`src/rtl/pulse_stretcher_pkg.sv`:
```
// Shared types and constants for the pulse stretcher: FSM state encoding,
// board-level window lengths and the down-timer width helper.
package pulse_stretcher_pkg;

  typedef enum logic [1:0] {
    IDLE = 2'b00,
    HIGH = 2'b01,
    GAP  = 2'b10
  } state_t;

  // 100 ms high / 50 ms gap at 50 MHz
  localparam int BOARD_HIGH_CYCLES = 5_000_000;
  localparam int BOARD_GAP_CYCLES  = 2_500_000;

  // Timer only ever holds window-1, so clog2 of the longer window suffices.
  function automatic int timer_width(input int high_cycles, input int gap_cycles);
    int m;
    m = (high_cycles > gap_cycles) ? high_cycles : gap_cycles;
    return (m < 2) ? 1 : $clog2(m);
  endfunction

endpackage

```
`src/rtl/pulse_timer.sv`:
```
// Loadable down-counter shared by the HIGH and GAP windows; done flags zero.
module pulse_timer #(
  parameter int W = 2
) (
  input  logic         clk,
  input  logic         clr_n,
  input  logic         load,
  input  logic [W-1:0] load_val,
  output logic         done
);

  logic [W-1:0] cnt;

  always_ff @(posedge clk or negedge clr_n) begin
    if (!clr_n) begin
      cnt <= '0;
    end else if (load) begin
      cnt <= load_val;
    end else if (cnt != '0) begin
      cnt <= cnt - 1'b1;
    end
  end

  assign done = (cnt == '0);

endmodule

```
`src/rtl/pulse_stretcher.sv`:
```
// Stretches single-cycle events into HIGH windows separated by forced gaps,
// queueing events that arrive while busy. Define PULSE_STRETCH_EDGE_EN to
// treat inp as a level and count only its rising edges.
module pulse_stretcher
  import pulse_stretcher_pkg::*;
#(
  parameter int HIGH_CYCLES = 4,
  parameter int GAP_CYCLES  = 2,
  parameter int PEND_W      = 2
) (
  input  logic              clk,
  input  logic              clr_n,
  input  logic              inp,
  output logic              outp,
  output logic              busy,
  output logic [PEND_W-1:0] pend_cnt,
  output logic              ovf,
  output state_t            state
);

  localparam int TW = timer_width(HIGH_CYCLES, GAP_CYCLES);
  localparam logic [TW-1:0]     HIGH_LOAD = TW'(HIGH_CYCLES - 1);
  localparam logic [TW-1:0]     GAP_LOAD  = TW'(GAP_CYCLES - 1);
  localparam logic [PEND_W-1:0] PEND_MAX  = '1;

  logic ev;

`ifdef PULSE_STRETCH_EDGE_EN
  logic inp_d;
  logic ev_r;

  always_ff @(posedge clk or negedge clr_n) begin
    if (!clr_n) begin
      inp_d <= 1'b0;
      ev_r  <= 1'b0;
    end else begin
      inp_d <= inp;
      ev_r  <= inp & ~inp_d;
    end
  end

  assign ev = ev_r;
`else
  assign ev = inp;
`endif

  state_t            state_q;
  state_t            state_d;
  logic [PEND_W-1:0] pend_d;
  logic              ovf_d;
  logic              load;
  logic [TW-1:0]     load_val;
  logic              done;
  logic              queue_ev;

  pulse_timer #(.W(TW)) u_timer (
    .clk      (clk),
    .clr_n    (clr_n),
    .load     (load),
    .load_val (load_val),
    .done     (done)
  );

  // An event on the last GAP cycle is consumed directly by the replay
  // decision instead of being queued.
  assign queue_ev = ev && (state_q != IDLE) && !((state_q == GAP) && done);

  always_comb begin
    state_d  = state_q;
    pend_d   = pend_cnt;
    ovf_d    = ovf;
    load     = 1'b0;
    load_val = HIGH_LOAD;
    case (state_q)
      IDLE: begin
        if (ev) begin
          state_d = HIGH;
          load    = 1'b1;
        end
      end
      HIGH: begin
        if (done) begin
          state_d  = GAP;
          load     = 1'b1;
          load_val = GAP_LOAD;
        end
      end
      GAP: begin
        if (done) begin
          if ((pend_cnt != '0) || ev) begin
            state_d = HIGH;
            load    = 1'b1;
            if (!ev) pend_d = pend_cnt - 1'b1;
          end else begin
            state_d = IDLE;
          end
        end
      end
      default: state_d = IDLE;
    endcase
    if (queue_ev) begin
      if (pend_cnt != PEND_MAX) pend_d = pend_cnt + 1'b1;
      else                      ovf_d  = 1'b1;
    end
  end

  always_ff @(posedge clk or negedge clr_n) begin
    if (!clr_n) begin
      state_q  <= IDLE;
      pend_cnt <= '0;
      ovf      <= 1'b0;
      outp     <= 1'b0;
      busy     <= 1'b0;
    end else begin
      state_q  <= state_d;
      pend_cnt <= pend_d;
      ovf      <= ovf_d;
      outp     <= (state_d == HIGH);
      busy     <= (state_d != IDLE);
    end
  end

  assign state = state_q;

endmodule
```
`config.mk`:
```
export PLATFORM = sky130hd
export DESIGN_NAME = pulse_stretcher
export DESIGN_NICKNAME = d
export VERILOG_FILES = /design/src/rtl/pulse_stretcher_pkg.sv /design/src/rtl/pulse_timer.sv /design/src/rtl/pulse_stretcher.sv
export SDC_FILE = /design/constraint.sdc
export NUM_CORES = 1
export LEC_CHECK = 0
export ABC_AREA = 0
export BUFFER_PORTS_ARGS = -buffer_cell sky130_fd_sc_hd__buf_2
export CORE_AREA = 2 2 39 41
export CTS_CLUSTER_DIAMETER = 30
export CTS_CLUSTER_SIZE = 14
export DETAILED_ROUTE_END_ITERATION = 8
export DIE_AREA = 0 0 41 43
export HOLD_SLACK_MARGIN = 0.05
export SYNTH_ARGS = -nofsm -noshare
export SYNTH_HDL_FRONTEND = slang
export SYNTH_SLANG_ARGS = --single-unit
```
`constraint.sdc`:
```
create_clock -name clk -period 1.86 [get_ports clk]
set_clock_uncertainty 0.05 [all_clocks]
set_input_delay 0 -clock clk [delete_from_list [all_inputs] [get_ports clk]]
set_output_delay 0 -clock clk [all_outputs]
set_load 0.02 [all_outputs]
```
==> results.toml, run 1 <==
[clocking]
cts_hold_buffers = 2
post_cts_buffers = 0
clk_latency_ns = 0.25
cts_resized = 0
cts_tree = "built"
clkSlewWorstSetupHoldPaths_ns = 0.06
clock-sinks = 9
htreeDepth = 1
clockRootBuffer = "clkbuf_4"
cts_buffers = 3
clockBufferDepth = 2

[pwr]
power_leakage_nw = 0.310
ir_worst_vdd_v = 0.000792
powerDensity_mw_per_mm2 = 1740

[layout]
stdcell_count = 81
area_delta_synth_final_pct = 21.9
fin_util_pct = 44.8
diodes = 0
nNetsFinal = 73
drive_gt1_share_pct = 30.8

[floorplanning]
core_area_mm2 = 0.00138
fp-row-count = 14
pin_count = 10
die_w_um = 41
die_h_um = 43
initial_core_util_pct = 36.8
die_area_mm2 = 0.00176

[timing]
report.final.slew_viol_count = 0
fin_tns_setup_ns = 0
rsz0062_at_grt = "false"
finalCritPeriodShare_pct = 83.3
relSlewSlack_pct = 83.3
setup_slack_ns = 0.310
hold_viol_final = 0
max_freq_mhz = 645
finalSetupViolations = 0
worst_slew_pin_slew_ns = 0.249
finalCriticalPeriod_ns = 1.55

[grt]
grt_pass1_wl_um = 1330
grt_pass1_vias = 336
overflow = 0
grt_usage_pct = 11.9
antenna_found_initial = 0
grt_max_degree = 10

[worst_setup_path]
path_delay_family = "simple AND/OR/NAND/NOR gates"
worstPathMaxFanout = 5
path_buf_inv = 1
cp-end-kind = "flip-flop"
critical_path_required_ns = 1.93
r2r-start = "u_timer.cnt[0]$_DFFE_PN0P_"
startpoint_type = "flip-flop"
cp-startpoint = "u_timer.cnt[0]$_DFFE_PN0P_"
critPathMaxStageDelay_ns = 0.39
cp_slowest_cell = "dfrtp_1"
crit_chain = "inv_1 > ha_1 > nand2b_4 > or3_4 > nand2_1 > a31oi_1"
worstPathArrival_ns = 1.62
critPathKind = "reg2reg"

[worst_hold_path]
min_path_type = "in2async"

[yosys]
synthMuxAreaShare_pct = 2.21
synth-simple-area-share_pct = 21.4
synth_xor_area_share_pct = 3.44
synthesis.area_um2 = 509
synthCells = 50
syn_nets = 57
ys_ff_latch = 9
synth_top_family_by_area = "simple AND/OR/NAND/NOR gates"
synth.distinct_cells = 24
syn_avg_cell_area_um2 = 10.2
yosysSeqAreaShare_pct = 44.2
synth_compound_gate_area_share_pct = 13.8
ys.warnings.count = 0
synthAdderAreaFrac_pct = 9.83

[place]
place_ws_ns = 0.315
io_buffers = 9
dp.cells = 75
dp_hpwl_um = 637
gp_congestion = 0.653

[run_status]
status = "complete, no violations"

[drt]
wl_per_cell_um = 10.0
vias = 356
dr.pass1.iters = 4
wl_um = 810
drtAntennaViolNets = 0
drt_first_iter_violations = 12
drc = 0
avgViaCountPerCell = 4.40

[run]
maxCapViolations = 0
[path summary, 6_finish.rpt]
kind	slack [ns]	depth (start not counted)	to
max	0.31	6	pend_cnt[1]$_DFF_PN0_
min	0.07	2	u_timer.cnt[0]$_DFFE_PN0P_
max reg2reg	0.31	6	pend_cnt[1]$_DFF_PN0_
min reg2reg	0.41	1	ovf$_DFFE_PN0P_
max in group asynchronous	1.52	2	pend_cnt[1]$_DFF_PN0_
min in group clk	0.41	1	ovf$_DFFE_PN0P_
[sequential cells by signal (all words and copies together) (netlist names)]
signal	cells
ovf	1
busy	1
state	2
pend_cnt	2
outp	1
u_timer.cnt	2
[routing by layer]
metal | global-route usage [%] | wire length (um) | vias to the layer above
met5 | 0 | 0 | -
met4 | 12.0 | 8 | 0
met3 | 1.57 | 36 | 2
li1 | - | - | 195
met2 | 13.8 | 351 | 7
met1 | 17.4 | 414 | 152
[cell usage after synthesis (all sizes together)]
library cell	n	area (um^2)
a21o	1	8.76
a31oi	1	6.26
nor2	3	11.3
nor2b	2	12.5
nor3	1	5.00
inv	7	26.3
o21a	2	15.0
dfrtp	9	225
xnor2	1	8.76
nand2b	4	35.0
nand2	3	13.8
and4b	1	11.3
or3	1	11.3
ha	4	50.1
a211oi	1	7.51
and2b	1	8.76
o211ai	1	7.51
xor2	1	8.76
a21oi	4	20.0
o21ai	1	5.00
mux2	1	11.3
[layout make-up]
type | count | area (um^2)
clock buffer | 4 | 26.3
inverter | 7 | 26.3
multi-input combinational | 34 | 258
timing repair buffer | 11 | 65.1
fill | 136 | 763
tap | 16 | 20.0
sequential | 9 | 225
[cells by family after synthesis]
kind of cell / after synthesis
muxes: 1
AOI/OAI and AO/OA: 11
and+or+nand+nor: 16
adders and majority gates: 4
DFF: 9
xor gates and xnor gates: 2
buffers and inverters: 7
[worst reg2reg max path, cell delays in order (launching register included)]
cell and delay [ns]:
dfrtp_1 0.39, inv_1 0.08, ha_1 0.29, nand2b_4 0.08, or3_4 0.38, nand2_1 0.07
a31oi_1 0.08
[where the power goes]
part | total, mW | switching, mW | leakage (nW) | internal [mW]
combinational | 0.569 | 0.321 | 0.194 | 0.248
clock | 0.142 | 0.0594 | 0.0150 | 0.0821
sequential | 0.367 | 0.0762 | 0.101 | 0.290
total | 1.08 | 0.457 | 0.310 | 0.620
[metrics by stage]
| step | cell area, um^2 | total power [mW] | hold WS, ns |
|---|---|---|---|
| detailed placement | 574 | 0.944 | -0.194 |
| CTS | 621 | 1.10 | 0.0671 |
| global route | 621 | 1.19 | 0.0914 |
| floorplan | 509 | 0.795 | -0.346 |
| global placement | 574 | 0.934 | -0.194 |
| finish | 621 | 1.08 | 0.0692 |
[placed cells by master, fill, tap and decap left out, types with 3 or more instances in the layout]
| cell | synthesis | final |
|---|---|---|
| a21oi_1 | 4 | 4 |
| buf_2 | 0 | 9 |
| clkbuf_4 | 0 | 3 |
| dfrtp_1 | 9 | 9 |
| ha_1 | 4 | 4 |
| inv_1 | 7 | 7 |
| nor2_1 | 3 | 3 |
(Power assumes the default switching activity.)
==> inputs of run 2 (changes only) <==
==> constraint.sdc (replaced) <==
create_clock -name clk -period 1.25 [get_ports clk]
set_clock_uncertainty 0.05 [all_clocks]
set_input_delay 0 -clock clk [delete_from_list [all_inputs] [get_ports clk]]
set_output_delay 0 -clock clk [all_outputs]
set_load 0.02 [all_outputs]
==> run 2 against run 1 <==
- the run now ends with negative setup slack left
- sequential power increased by 47%
- fmax increased by 11%
- clock-buffer cell count unchanged
- global-route usage increased by 4.0 points
- final area increased by 24%
- largest cell class unchanged
- critical path type unchanged
- sequential share of layout area decreased by 6.7 points
- die area unchanged
- wire length increased by 31%
- largest power group unchanged
==> results.toml, run 2 (synthesis results as in run 1) <==
[run_status]
status = "finished with violations"
violations = "negative setup slack"

[worst_setup_path]
critical_path_required_ns = 1.33
startpoint_type = "flip-flop"
r2r_slack_ns = -0.15
cp-end-kind = "flip-flop"
worstPathMaxFanout = 4
critPathKind = "reg2reg"
worstPathArrival_ns = 1.48

[timing]
max_freq_mhz = 715
report.final.slew_viol_count = 0
rsz0062_at_grt = "true"
finalSetupViolations = 6
finalCriticalPeriod_ns = 1.40
setup_slack_ns = -0.148
hold_viol_final = 0
finalCritPeriodShare_pct = 112
relSlewSlack_pct = 84.1
worst_slew_pin_slew_ns = 0.238

[clocking]
cts_buffers = 3
clock-sinks = 9
clockBufferDepth = 2
clockRootBuffer = "clkbuf_4"
clk_latency_ns = 0.26
htreeDepth = 1
clkSlewWorstSetupHoldPaths_ns = 0.06
cts_tree = "built"

[pwr]
ir_worst_vdd_v = 0.00104
power_leakage_nw = 0.361
powerDensity_mw_per_mm2 = 2760

[floorplanning]
initial_core_util_pct = 36.8
fp-row-count = 14
pin_count = 10
die_w_um = 41
die_area_mm2 = 0.00176
core_area_mm2 = 0.00138
die_h_um = 43

[drt]
avgViaCountPerCell = 4.64
drc = 0
wl_um = 1060
drt_first_iter_violations = 3
wl_per_cell_um = 11.7
drtAntennaViolNets = 0
vias = 422
dr.pass1.iters = 2

[layout]
most-common-layout-cells = "buf_4, buf_2, dfrtp_1"
finalInstanceArea_um2 = 769
drive_gt1_share_pct = 60.0
nNetsFinal = 83
area_delta_synth_final_pct = 51.1
diodes = 0
final_common_cell = "buf_4"

[grt]
grt_pass1_vias = 434
overflow = 0
grt_pass1_wl_um = 1810
antenna_found_initial = 0
grt_max_degree = 10
grt_usage_pct = 15.8

[run]
maxCapViolations = 0

[place]
place_ws_ns = -0.175
dp_hpwl_um = 802
io_buffers = 9
gp_congestion = 0.719
placed_area_um2 = 647

[worst_hold_path]
min_path_type = "in2async"
run 2: area by class of cell:
class                           count  area (um^2)
Timing Repair Buffer               21          140
Clock buffer                        4         26.3
Multi-Input combinational cell     34          329
Inverter                            7         26.3
Sequential cell                     9          228
Fill cell                         115          614
Tap cell                           16         20.0
run 2: repair_timing:
item                                   CTS  global route
hold buffers                             2             0
endpoints found under the hold margin   10             0
gates cloned                             0             0
pin swaps                                2             1
gates resized for setup                 11             2
buffers inserted                         1             1
setup endpoints to repair                7             7
run 2: per-layer routing:
metal	global-route usage [%]	vias to the layer above	share of wire, %
met2	24.1	7	48
met3	4.71	2	3.6
met4	8.00	0	1.1
li1	-	214	-
met5	0	-	0
met1	19.3	199	47
run 2: report_power, final:
part | switching, mW | internal (mW) | leakage, nW
registers | 0.102 | 0.439 | 0.0995
logic | 0.662 | 0.702 | 0.247
clock network | 0.0986 | 0.123 | 0.0150
total | 0.863 | 1.26 | 0.361
run 2: stage by stage:
stage | TNS (ns) | total power, mW | hold slack, ns | util (%) | std cells
after floorplan | -0.560 | 1.22 | -0.346 | - | 50
after global placement | -0.440 | 1.61 | -0.189 | 46.7 | 83
after detailed placement | -0.529 | 1.63 | -0.186 | 46.7 | 83
after CTS | -0.468 | 2.09 | 0.0695 | 54.5 | 90
after global routing | -0.828 | 2.32 | 0.109 | 55.6 | 91
final | -0.419 | 2.13 | 0.0799 | 55.6 | 91
run 2: critical path, stage by stage (launching register included):
cell and delay [ns]:
dfrtp_2 0.39, inv_2 0.05, ha_4 0.15, nand2b_4 0.13
or3_4 0.37, nand2_1 0.06, a31oi_1 0.07
run 2: path summary, 6_finish.rpt:
check                                      start  cells after the start                     to
setup / recovery           pend_cnt[1]$_DFF_PN0_                      6  pend_cnt[1]$_DFF_PN0_
hold / removal                             clr_n                      2        ovf$_DFFE_PN0P_
setup reg to reg           pend_cnt[1]$_DFF_PN0_                      6  pend_cnt[1]$_DFF_PN0_
hold reg to reg                  ovf$_DFFE_PN0P_                      1        ovf$_DFFE_PN0P_
max in group asynchronous                  clr_n                      2  pend_cnt[1]$_DFF_PN0_
min in group clk                 ovf$_DFFE_PN0P_                      1        ovf$_DFFE_PN0P_
